## src/rtl/shifter_pkg.sv

```systemverilog
// shifter_pkg: shared definitions for the sequential shifter/ALU.
//   shf_op_t : operation select encodings carried on shfc
//   state_t  : top-level control FSM states
package shifter_pkg;

  typedef enum logic [2:0] {
    SHF_SHL1 = 3'b000,  // f << 1
    SHF_MUL  = 3'b001,  // f * x, low W bits
    SHF_NOT  = 3'b010,  // ~f
    SHF_SRA  = 3'b011,  // f >>> 1, MSB replicated
    SHF_DIV  = 3'b100,  // f / x, unsigned quotient
    SHF_ZERO = 3'b101,  // all 0s
    SHF_ONES = 3'b110,  // all 1s
    SHF_ROTL = 3'b111   // f rotated left by x
  } shf_op_t;

  typedef enum logic [1:0] {
    IDLE = 2'd0,
    RUN  = 2'd1,
    DONE = 2'd2
  } state_t;

endpackage

```

## src/rtl/shifter_seq_n_bit_if.sv

```systemverilog
// shifter_seq_n_bit_if: request/result bundle for shifter_seq_n_bit.
//   start, shfc, in, x : request and operands (master -> slave)
//   out, done, busy, err : result and status (slave -> master)
interface shifter_seq_n_bit_if #(
  parameter int N_BITS = 4
);
  localparam int W = 2 ** N_BITS;

  logic              start;
  logic [2:0]        shfc;
  logic [W-1:0]      in;
  logic [N_BITS-1:0] x;
  logic [W-1:0]      out;
  logic              done;
  logic              busy;
  logic              err;

  modport master (output start, shfc, in, x, input out, done, busy, err);
  modport slave  (input start, shfc, in, x, output out, done, busy, err);

endinterface

```

## src/rtl/divider_restoring_n_bit.sv

```systemverilog
// divider_restoring_n_bit: iterative restoring divider, one quotient bit per clock.
//   clk, rst  : clock, asynchronous active-high reset
//   start     : one-cycle pulse; dividend/divisor sampled on that edge
//   dividend  : W-bit unsigned dividend
//   divisor   : W-bit unsigned divisor, must be non-zero
//   done      : one-cycle pulse while quotient holds the final result
//   quotient  : W-bit unsigned quotient
// The first quotient bit is produced on the start edge itself, so done is
// high during the cycle after the W-th edge counted from start (edge W-1).
module divider_restoring_n_bit #(
  parameter int N_BITS = 4
) (
  input  logic                   clk,
  input  logic                   rst,
  input  logic                   start,
  input  logic [2**N_BITS-1:0]   dividend,
  input  logic [2**N_BITS-1:0]   divisor,
  output logic                   done,
  output logic [2**N_BITS-1:0]   quotient
);
  localparam int W = 2 ** N_BITS;

  logic [W-1:0]      rem_reg, rem_next;
  logic [W-1:0]      quo_reg, quo_next;
  logic [W-1:0]      dvs_reg, dvs_next;
  logic [N_BITS-1:0] cnt_reg, cnt_next;
  logic              run_reg, run_next;
  logic              done_reg, done_next;

  logic [W-1:0] src_rem, src_quo, src_dvs;
  logic [W:0]   shifted, trial;

  always_comb begin
    // On start the step works directly on the fresh operands.
    src_rem = start ? '0 : rem_reg;
    src_quo = start ? dividend : quo_reg;
    src_dvs = start ? divisor : dvs_reg;
    shifted = {src_rem, src_quo[W-1]};
    trial   = shifted - {1'b0, src_dvs};

    rem_next  = rem_reg;
    quo_next  = quo_reg;
    dvs_next  = dvs_reg;
    cnt_next  = cnt_reg;
    run_next  = run_reg;
    done_next = 1'b0;

    if (start || run_reg) begin
      // Remainder stays below the divisor, so a negative trial shows up as
      // the extra top bit; in that case the shifted remainder is restored.
      rem_next = trial[W] ? shifted[W-1:0] : trial[W-1:0];
      quo_next = {src_quo[W-2:0], ~trial[W]};
      dvs_next = src_dvs;
      if (start) begin
        cnt_next = N_BITS'(W - 1);
        run_next = 1'b1;
      end else begin
        cnt_next = cnt_reg - N_BITS'(1);
        if (cnt_reg == N_BITS'(1)) begin
          run_next  = 1'b0;
          done_next = 1'b1;
        end
      end
    end
  end

  always_ff @(posedge clk or posedge rst) begin
    if (rst) begin
      rem_reg  <= '0;
      quo_reg  <= '0;
      dvs_reg  <= '0;
      cnt_reg  <= '0;
      run_reg  <= 1'b0;
      done_reg <= 1'b0;
    end else begin
      rem_reg  <= rem_next;
      quo_reg  <= quo_next;
      dvs_reg  <= dvs_next;
      cnt_reg  <= cnt_next;
      run_reg  <= run_next;
      done_reg <= done_next;
    end
  end

  assign done     = done_reg;
  assign quotient = quo_reg;

endmodule

```

## src/rtl/shifter_seq_n_bit.sv

```systemverilog
// shifter_seq_n_bit: sequential shift/arithmetic unit, W = 2**N_BITS bits.
//   clk, rst : clock, asynchronous active-high reset
//   bus      : shifter_seq_n_bit_if.slave
//              start/shfc/in/x in; out/done/busy/err out (all registered)
// A request is accepted on an edge where start=1 and the unit is idle; the
// operands are captured then and later input changes are ignored. The result
// lands in out on the edge that raises done, and done/busy decode the state
// register only, so no input reaches an output combinationally.
module shifter_seq_n_bit
  import shifter_pkg::*;
#(
  parameter int N_BITS = 4
) (
  input  logic               clk,
  input  logic               rst,
  shifter_seq_n_bit_if.slave bus
);
  localparam int W = 2 ** N_BITS;

  state_t            state_reg, state_next;
  shf_op_t           op_reg, op_next;
  logic [W-1:0]      a_reg, a_next;      // operand / multiplicand / rotating value
  logic [W-1:0]      acc_reg, acc_next;  // multiply accumulator
  logic [W-1:0]      out_reg, out_next;
  logic [N_BITS-1:0] x_reg, x_next;      // operand x / remaining multiplier bits
  logic [N_BITS-1:0] cnt_reg, cnt_next;  // remaining RUN cycles minus one
  logic              err_reg, err_next;

  logic         div_start, div_done, finish;
  logic [W-1:0] div_q, mul_step, rot_step, result;

  assign div_start = (state_reg == IDLE) && bus.start &&
                     (shf_op_t'(bus.shfc) == SHF_DIV) && (bus.x != '0);

  divider_restoring_n_bit #(.N_BITS(N_BITS)) u_div (
    .clk      (clk),
    .rst      (rst),
    .start    (div_start),
    .dividend (bus.in),
    .divisor  (W'(bus.x)),
    .done     (div_done),
    .quotient (div_q)
  );

  always_comb begin
    mul_step = acc_reg + (x_reg[0] ? a_reg : '0);
    // x=0 rotates by nothing but still spends one cycle.
    rot_step = (x_reg == '0) ? a_reg : {a_reg[W-2:0], a_reg[W-1]};
    case (op_reg)
      SHF_SHL1: result = a_reg << 1;
      SHF_MUL:  result = mul_step;
      SHF_NOT:  result = ~a_reg;
      SHF_SRA:  result = {a_reg[W-1], a_reg[W-1:1]};
      SHF_DIV:  result = (x_reg == '0) ? '1 : div_q;
      SHF_ZERO: result = '0;
      SHF_ONES: result = '1;
      SHF_ROTL: result = rot_step;
      default:  result = '0;
    endcase
    // Division is paced by the divider; everything else by cnt_reg.
    finish = (op_reg == SHF_DIV) ? ((x_reg == '0) || div_done) : (cnt_reg == '0);
  end

  always_comb begin
    state_next = state_reg;
    op_next    = op_reg;
    a_next     = a_reg;
    acc_next   = acc_reg;
    x_next     = x_reg;
    cnt_next   = cnt_reg;
    out_next   = out_reg;
    err_next   = err_reg;
    case (state_reg)
      IDLE: begin
        if (bus.start) begin
          state_next = RUN;
          op_next    = shf_op_t'(bus.shfc);
          a_next     = bus.in;
          x_next     = bus.x;
          acc_next   = '0;
          case (shf_op_t'(bus.shfc))
            SHF_MUL:  cnt_next = N_BITS'(N_BITS - 1);
            SHF_ROTL: cnt_next = (bus.x == '0) ? '0 : bus.x - N_BITS'(1);
            default:  cnt_next = '0;
          endcase
        end
      end
      RUN: begin
        if (op_reg == SHF_MUL) begin
          acc_next = mul_step;
          a_next   = a_reg << 1;
          x_next   = x_reg >> 1;
        end else if (op_reg == SHF_ROTL) begin
          a_next = rot_step;
        end
        if (finish) begin
          state_next = DONE;
          out_next   = result;
          err_next   = (op_reg == SHF_DIV) && (x_reg == '0);
        end else if (op_reg != SHF_DIV) begin
          cnt_next = cnt_reg - N_BITS'(1);
        end
      end
      DONE:    state_next = IDLE;
      default: state_next = IDLE;
    endcase
  end

  always_ff @(posedge clk or posedge rst) begin
    if (rst) begin
      state_reg <= IDLE;
      op_reg    <= SHF_SHL1;
      a_reg     <= '0;
      acc_reg   <= '0;
      out_reg   <= '0;
      x_reg     <= '0;
      cnt_reg   <= '0;
      err_reg   <= 1'b0;
    end else begin
      state_reg <= state_next;
      op_reg    <= op_next;
      a_reg     <= a_next;
      acc_reg   <= acc_next;
      out_reg   <= out_next;
      x_reg     <= x_next;
      cnt_reg   <= cnt_next;
      err_reg   <= err_next;
    end
  end

  assign bus.out  = out_reg;
  assign bus.done = (state_reg == DONE);
  assign bus.busy = (state_reg != IDLE);
  assign bus.err  = err_reg;

endmodule

```

## src/flat_wrapper.sv

```systemverilog
// flat-port wrapper written by rule: the top's interface ports become plain ports
module shifter_seq_n_bit_flat import shifter_pkg::*;
#(
  parameter int N_BITS = 4
)
  (clk, rst, bus_start, bus_shfc, bus_in, bus_x, bus_out, bus_done, bus_busy, bus_err);
  shifter_seq_n_bit_if #(.N_BITS(N_BITS)) bus_i ();
  input  logic clk;
  input  logic rst;
  input wire logic [$bits(bus_i.start)-1:0] bus_start;
  input wire logic [$bits(bus_i.shfc)-1:0] bus_shfc;
  input wire logic [$bits(bus_i.in)-1:0] bus_in;
  input wire logic [$bits(bus_i.x)-1:0] bus_x;
  output wire logic [$bits(bus_i.out)-1:0] bus_out;
  output wire logic [$bits(bus_i.done)-1:0] bus_done;
  output wire logic [$bits(bus_i.busy)-1:0] bus_busy;
  output wire logic [$bits(bus_i.err)-1:0] bus_err;
  assign bus_i.start = bus_start;
  assign bus_i.shfc = bus_shfc;
  assign bus_i.in = bus_in;
  assign bus_i.x = bus_x;
  assign bus_out = bus_i.out;
  assign bus_done = bus_i.done;
  assign bus_busy = bus_i.busy;
  assign bus_err = bus_i.err;
  shifter_seq_n_bit #(.N_BITS(N_BITS)) u_core (.clk(clk), .rst(rst), .bus(bus_i));
endmodule
```

## config.mk

```make
export PLATFORM = sky130hd
export DESIGN_NAME = shifter_seq_n_bit_flat
export DESIGN_NICKNAME = d
export VERILOG_FILES = /design/src/rtl/shifter_pkg.sv /design/src/rtl/shifter_seq_n_bit_if.sv /design/src/rtl/divider_restoring_n_bit.sv /design/src/rtl/shifter_seq_n_bit.sv /design/src/flat_wrapper.sv
export SDC_FILE = /design/constraint.sdc
export NUM_CORES = 1
export LEC_CHECK = 0
export BUFFER_PORTS_ARGS = -buffer_cell sky130_fd_sc_hd__clkbuf_2
export CAP_MARGIN = 10
export CORE_ASPECT_RATIO = 1.2
export CORE_MARGIN = 10
export CORE_UTILIZATION = 50
export CTS_BUF_LIST = sky130_fd_sc_hd__clkbuf_4 sky130_fd_sc_hd__clkbuf_8
export DETAILED_ROUTE_END_ITERATION = 8
export PLACE_DENSITY = 0.68
export SKIP_LAST_GASP = 1
export SYNTH_ARGS = -nofsm -noshare
export SYNTH_HDL_FRONTEND = slang
export SYNTH_SLANG_ARGS = --single-unit
```

## constraint.sdc

```tcl
create_clock -name clk -period 5.9 [get_ports clk]
set_input_delay 0.885 -clock clk [delete_from_list [all_inputs] [get_ports clk]]
set_output_delay 0.885 -clock clk [all_outputs]
set_load 0.03 [all_outputs]
```

## Word-level counts from Yosys, hierarchy flattened

Cells that the tools add are included.

- Add/sub/neg operators: 5
- Mux-type cells: 34
- Reduce and logical (&&, ||, !) cells: 22
- Bitwise logic cells: 2
- Eq/ne operators: 20

Operators by type and width:

| operator | count |
|---|---|
| 16-bit two-way mux | 12 |
| 16-bit one-hot mux with 8 select lines | 1 |
| 16-bit one-hot mux with 2 select lines | 2 |
| 4-bit two-way mux | 7 |
| 4-bit one-hot mux with 2 select lines | 3 |
| 3-bit equality test, second input constant | 6 |
| 17-bit by 16-bit subtractor with 17-bit output | 1 |
| 16-bit adder | 1 |
| 16-bit NOT | 1 |
| 4-bit zero test | 3 |
| 4-bit by 1-bit subtractor with 4-bit output, second input constant | 3 |
| 2-bit AND reduction | 4 |
| 3-bit by 1-bit equality test with 1-bit output, second input constant | 2 |
| 3-bit by 2-bit equality test with 1-bit output, second input constant | 2 |
| 1-bit two-way mux | 6 |
| 2-bit by 1-bit != test with 1-bit output, second input constant | 3 |
| 3-bit AND reduction | 2 |
| 2-bit nonzero test | 3 |
| 4-bit by 1-bit equality test with 1-bit output, second input constant | 1 |
| 1-bit logical AND | 4 |
| 2-bit two-way mux | 2 |
| 2-bit != test, second input constant | 2 |
| 2-bit one-hot mux with 2 select lines | 1 |
| 4-bit AND reduction | 1 |
| other kinds (9) | 10 |

- Logic and storage cells: 97
- Flip-flop bits (word level): 116
- Input port bits: 26

## Longest topological paths before layout

- Depth in word-level cells: 7
- Gate-level depth with buffers: 22
- Gate-level depth less buffers: 17

## Cells and area by module

From an unflattened synthesis, not the netlist that was laid out.

- Cell total of the unflattened synthesis: 895
- Area, all modules: 7882.6 µm²

By module, submodules not included:

| module | area each (µm²) | cells an instance | seq. area each (µm²) | instances |
|---|---|---|---|---|
| shifter_seq_n_bit | 4470.5 | 543 | 1551.5 | 1 |
| divider_restoring_n_bit | 3412.0 | 352 | 1351.3 | 1 |

## Least setup slack after synthesis

No wires, ideal clock.

- Path kind: input -> register
- Start: input port bus_x[0]
- End: register u_core.u_div.rem_reg[0]
- Required time: 5823 ps
- Cell stages on the path: 20
- Data arrival time: 4959 ps
- Setup time: 77 ps
- Setup slack: 864 ps
- Buffers on the path: 4
- Cell sequence: inv_1 -> ha_1 -> nor3b_1 -> nand4b_1 -> clkbuf_1 -> clkbuf_1 -> clkbuf_1 -> o21ai_0 -> ha_1 -> fa_1 -> nand2b_1 -> a21o_1 -> a21oi_2 -> o21ai_4 -> o31ai_4 -> a221o_1 -> buf_6 -> xor2_4 -> mux2_1 -> a21oi_1

- Longest elaborated chain between the ends: 5
- Elaborated cells on any way between the ends: 8
- Classes of those cells: add/sub: 1; mux: 4; reduce/logical: 3

Ends and longest elaborated chain:

| element | line | text |
|---|---|---|
| start, declared | flat_wrapper.sv:13 | `input wire logic [$bits(bus_i.x)-1:0] bus_x;` |
| 4-bit nonzero test | shifter_seq_n_bit.sv:33 | `(shf_op_t'(bus.shfc) == SHF_DIV) && (bus.x != '0);` |
| 1-bit logical AND | shifter_seq_n_bit.sv:33 |  |
| 16-bit two-way mux * | divider_restoring_n_bit.sv:37 | `src_dvs = start ? divisor : dvs_reg;` |
| named net u_core.u_div.src_dvs[0] | divider_restoring_n_bit.sv:30 | `logic [W-1:0] src_rem, src_quo, src_dvs;` |
| 17-bit by 16-bit subtractor with 17-bit output * | divider_restoring_n_bit.sv:39 | `trial = shifted - {1'b0, src_dvs};` |
| 16-bit two-way mux * | divider_restoring_n_bit.sv:51 | `rem_next = trial[W] ? shifted[W-1:0] : trial[W-1:0];` |
| end signal, assigned | divider_restoring_n_bit.sv:76 | `rem_reg <= rem_next;` |
| end, declared | divider_restoring_n_bit.sv:23 | `logic [W-1:0] rem_reg, rem_next;` |

Mark *: on every way through the listed nets, which the timed path passes. The rest lies on a longest branch.
A chain may end at the register's enable or synchronous reset.

## Worst setup path after layout

Ends and elaborated chain as after synthesis.

==> impl_metrics.tcl <==
set metrics [dict create \
    clock.fmax_mhz 204 \
    timing.clock.skew_ns 0.00947 \
    regToRegSetupSlack_ns 1.08 \
    num_vias 6728 \
    met1_usage_pct 24.1 \
    fp.dieH_um 155 \
    area_delta_synth_final_pct 10.6 \
    drive_gt1_share_pct 10.8 \
    crit_path_end_kind "flop" \
    worst_hold_path.num_cells 2 \
    setup_viol 0 \
    drt.antenna.violating_nets 0 \
    grt_antenna_before_repair 0 \
    syn_avg_cell_area_um2 8.38 \
    synth_nets 966 \
    postLayoutCoreUtil_pct 56.2 \
    wire_length_of_the_first_global_routing_pass_um 34200 \
    synth_largest_type_area_fraction_pct 38.4 \
    worst_slew_pin_slew_ns 1.17 \
    setup-tns-final_ns 0 \
    crit_chain "clkbuf_2, inv_1, ha_1, nor3b_1, nand4b_1, nand2_1, o21ai_0, ha_1, fa_1, nand2b_1, a21o_1, a21oi_2, o21ai_4, o31ai_4, a221o_1, xor2_4, mux2_1, a21oi_1" \
    core_area_um2 14900 \
    postLayoutSetupSlackWorst_ns 0.992 \
    post-route-min-period_ns 4.91 \
    number_of_cells_on_the_worst_reg_to_reg_path 15 \
    netlist.top_cell.by_area "dfrtp_1" \
    number_of_gates_resized_after_cts 0 \
    drtPass1Iterations 5 \
    ys_async_sr_fraction_pct 100 \
    route.detailed.wl_per_inst_um 18.0 \
    numCtsBuffers 17 \
    synth_ff_type "dfrtp_1" \
    clk_transition_reported_paths_ns 0.07 \
    clock_sinks 116 \
    post_cts_hold_buffer_count 0 \
    synth_top_cells_by_area "dfrtp_1 (38%), nand2_1 (6.3%), o21ai_0 (6.2%)" \
    die_width_um 132 \
    pwr_total_uw 5660 \
    clock-root-buffer "clkbuf_8" \
    run_status "finished, final reports clean" \
    synth.ff_latch_count 116 \
    clock_tree.buffer_depth 2 \
    hold_path_class "reg2reg" \
    proportion_of_synthesized_chip_area_in_sequential_cells_pct 38.4 \
    antenna_cells 0 \
    worst-path-max-fanout 17 \
    place_hpwl_um 14600 \
    synth_edf_count 0 \
    io_pins 45 \
    startpoint_class_of_the_critical_path "input port" \
    cp_slowest_cell "a221o_1" \
    floorplan_die_area_um2 20500 \
    grtUsageMet3_pct 4.18 \
    min-delay-start "u_core.u_div.dvs_reg[6]$_DFFE_PP0P_" \
    worst-endpoint-required_ns 6.29 \
    place_congestion 0.891 \
    critPathArrivalTime_ns 5.29 \
    final.hold.worst_slack_ns 0.461 \
    grt.total_usage_pct 20.4 \
    netlist-cell-type-count 69 \
    yosysWarningCount 0 \
    initial_cell_density_of_the_core_pct 50.8 \
    finalWirelength_um 20600 \
    route.detailed.vias_per_inst 5.89 \
    slew_viol_final 0 \
    syn-instance-count 903 \
    vdd.ir_drop.worst_mv 0.300 \
    timing.rr.start "u_core.state_reg[0]$_DFFE_PP0P_" \
    post_synth_instance_area_um2 7570 \
    cap_viol_max_count 0 \
    grt_busiest_layer "met2" \
    ctsHtreeMaxLevel 4 \
    cts_setup_buffers 0 \
    slowest_delay_ns 0.55 \
    std_cell_rows 49 \
    dpl_worst_slack_ns 0.584 \
    path_common_cell "ha_1" \
    finalHoldViolCount 0 \
    grt.overflow.total 0 \
    finish.net_count 989 \
    crit-reg2reg-capture "u_core.u_div.rem_reg[0]$_DFFE_PP0P_" \
    drc_errors 0 \
    tightest_slew_margin_relative_to_the_limit_pct 21.3 \
    placement.io_buffers 44 \
    clk_latency_ns 0.46 \
    cellLeakagePower_uw 0.00385 \
    tritoncts "built" \
    fin_crit_sh_pct 83.2 \
    first_global_vias 6543 \
    largest_net_degree_at_the_start_of_global_routing 60 \
    power-per-cell-area_nw_per_um2 676 \
    grt_setup_unrepaired "false" \
    crit_type "in2reg" \
    grt.met2_usage_pct 34.2 \
    drc_violation_total_after_the_first_tritonroute_iteration 491 \
    end_point_of_the_worst_hold_path "u_core.u_div.dvs_reg[6]$_DFFE_PP0P_" \
]
-- report_power, final --
group | switching (µW) | internal, µW | total [µW] | leakage [µW]
registers | 415 | 1150 | 1570 | 0.00144
logic | 2030 | 1260 | 3290 | 0.00221
clock network | 353 | 443 | 796 | 0.000200
-- routing by layer --
layer	vias to the layer above	part of all wire [%]
met5	-	0
met1	3193	42
li1	3268	-
met4	0	3.8
met3	52	5.8
met2	215	49
-- worst max-delay path by stage --
stage	startpoint	endpoint	slack [ns]	cells after the start
global placement	bus_x[0]	u_core.u_div.rem_reg[0]$_DFFE_PP0P_	0.69	18
finish	bus_x[0]	u_core.u_div.rem_reg[0]$_DFFE_PP0P_	0.99	18
detailed placement	bus_x[0]	u_core.u_div.rem_reg[0]$_DFFE_PP0P_	0.58	17
floorplan	bus_x[0]	u_core.u_div.rem_reg[0]$_DFFE_PP0P_	0.86	20
CTS	bus_x[0]	u_core.u_div.rem_reg[0]$_DFFE_PP0P_	1.00	17
global route	bus_x[0]	u_core.u_div.rem_reg[0]$_DFFE_PP0P_	0.62	17
-- layout make-up --
cell class,count,area (µm²)
inverter,39,149
clock inverter,12,155
multi-input combinational,697,4320
tap,204,255
timing repair buffer,55,315
sequential,116,2900
fill,1376,6530
clock buffer,20,269
-- layout by cell type (no fill, tap or decap), types with 10 or more instances in the layout --
cell / instances
clkbuf_8: 19
o211ai_1: 10
ha_1: 35
dfrtp_1: 116
nand3_1: 35
nand2_1: 127
xnor2_1: 19
o21ai_0: 93
buf_4: 10
and2_1: 30
xor2_1: 11
a21oi_1: 74
clkbuf_2: 44
inv_1: 37
mux2i_1: 31
o22ai_1: 19
nand4_1: 12
nor2_1: 62
-- critical path, delay by kind of cell --
family | cells | cell delay, ns
AO/OA/AOI/OAI | 7 | 1.56
XOR/XNOR | 1 | 0.49
adder cells (fa/ha/maj) | 3 | 0.87
buffers and inverters | 2 | 0.17
multiplexers | 1 | 0.38
AND/OR/NAND/NOR | 4 | 0.90
-- through the flow --
stage	cells	instance area [µm²]
after detailed placement	1111	7950
after global routing	1143	8370
final	1143	8370
after floorplan	903	7570
after CTS	1143	8370
after global placement	1111	7950
-- cell families after synthesis --
logic type	synth area share, %
AND/OR/NAND/NOR	19.7
adder cells (fa/ha/maj)	6.32
flip-flops	38.4
buffers and inverters	4.63
XOR/XNOR	4.20
multiplexers	4.40
AO/OA/AOI/OAI	22.4
-- Yosys cell counts (3+ instances only) --
| cell type | n |
|---|---|
| clkbuf_1 | 42 |
| buf_1 | 6 |
| a211oi_1 | 5 |
| nor2b_1 | 9 |
| a21oi_1 | 74 |
| o22ai_1 | 19 |
| a22o_1 | 3 |
| o31ai_1 | 9 |
| a21o_1 | 6 |
| o21ai_1 | 5 |
| o221ai_1 | 5 |
| nand2b_1 | 9 |
| o21bai_1 | 7 |
| inv_1 | 38 |
| nor3_1 | 9 |
| o211ai_1 | 10 |
| nand2_1 | 127 |
| nand4_1 | 12 |
| mux2i_1 | 31 |
| xnor2_1 | 19 |
| a31oi_1 | 8 |
| nor2_1 | 62 |
| and2_1 | 30 |
| or3_1 | 7 |
| dfrtp_1 | 116 |
| nand3_1 | 35 |
| o21ai_0 | 93 |
| o21a_1 | 5 |
| ha_1 | 35 |
| and3_1 | 3 |
| xor2_1 | 11 |
No activity file was read; power rests on OpenSTA's default activity.
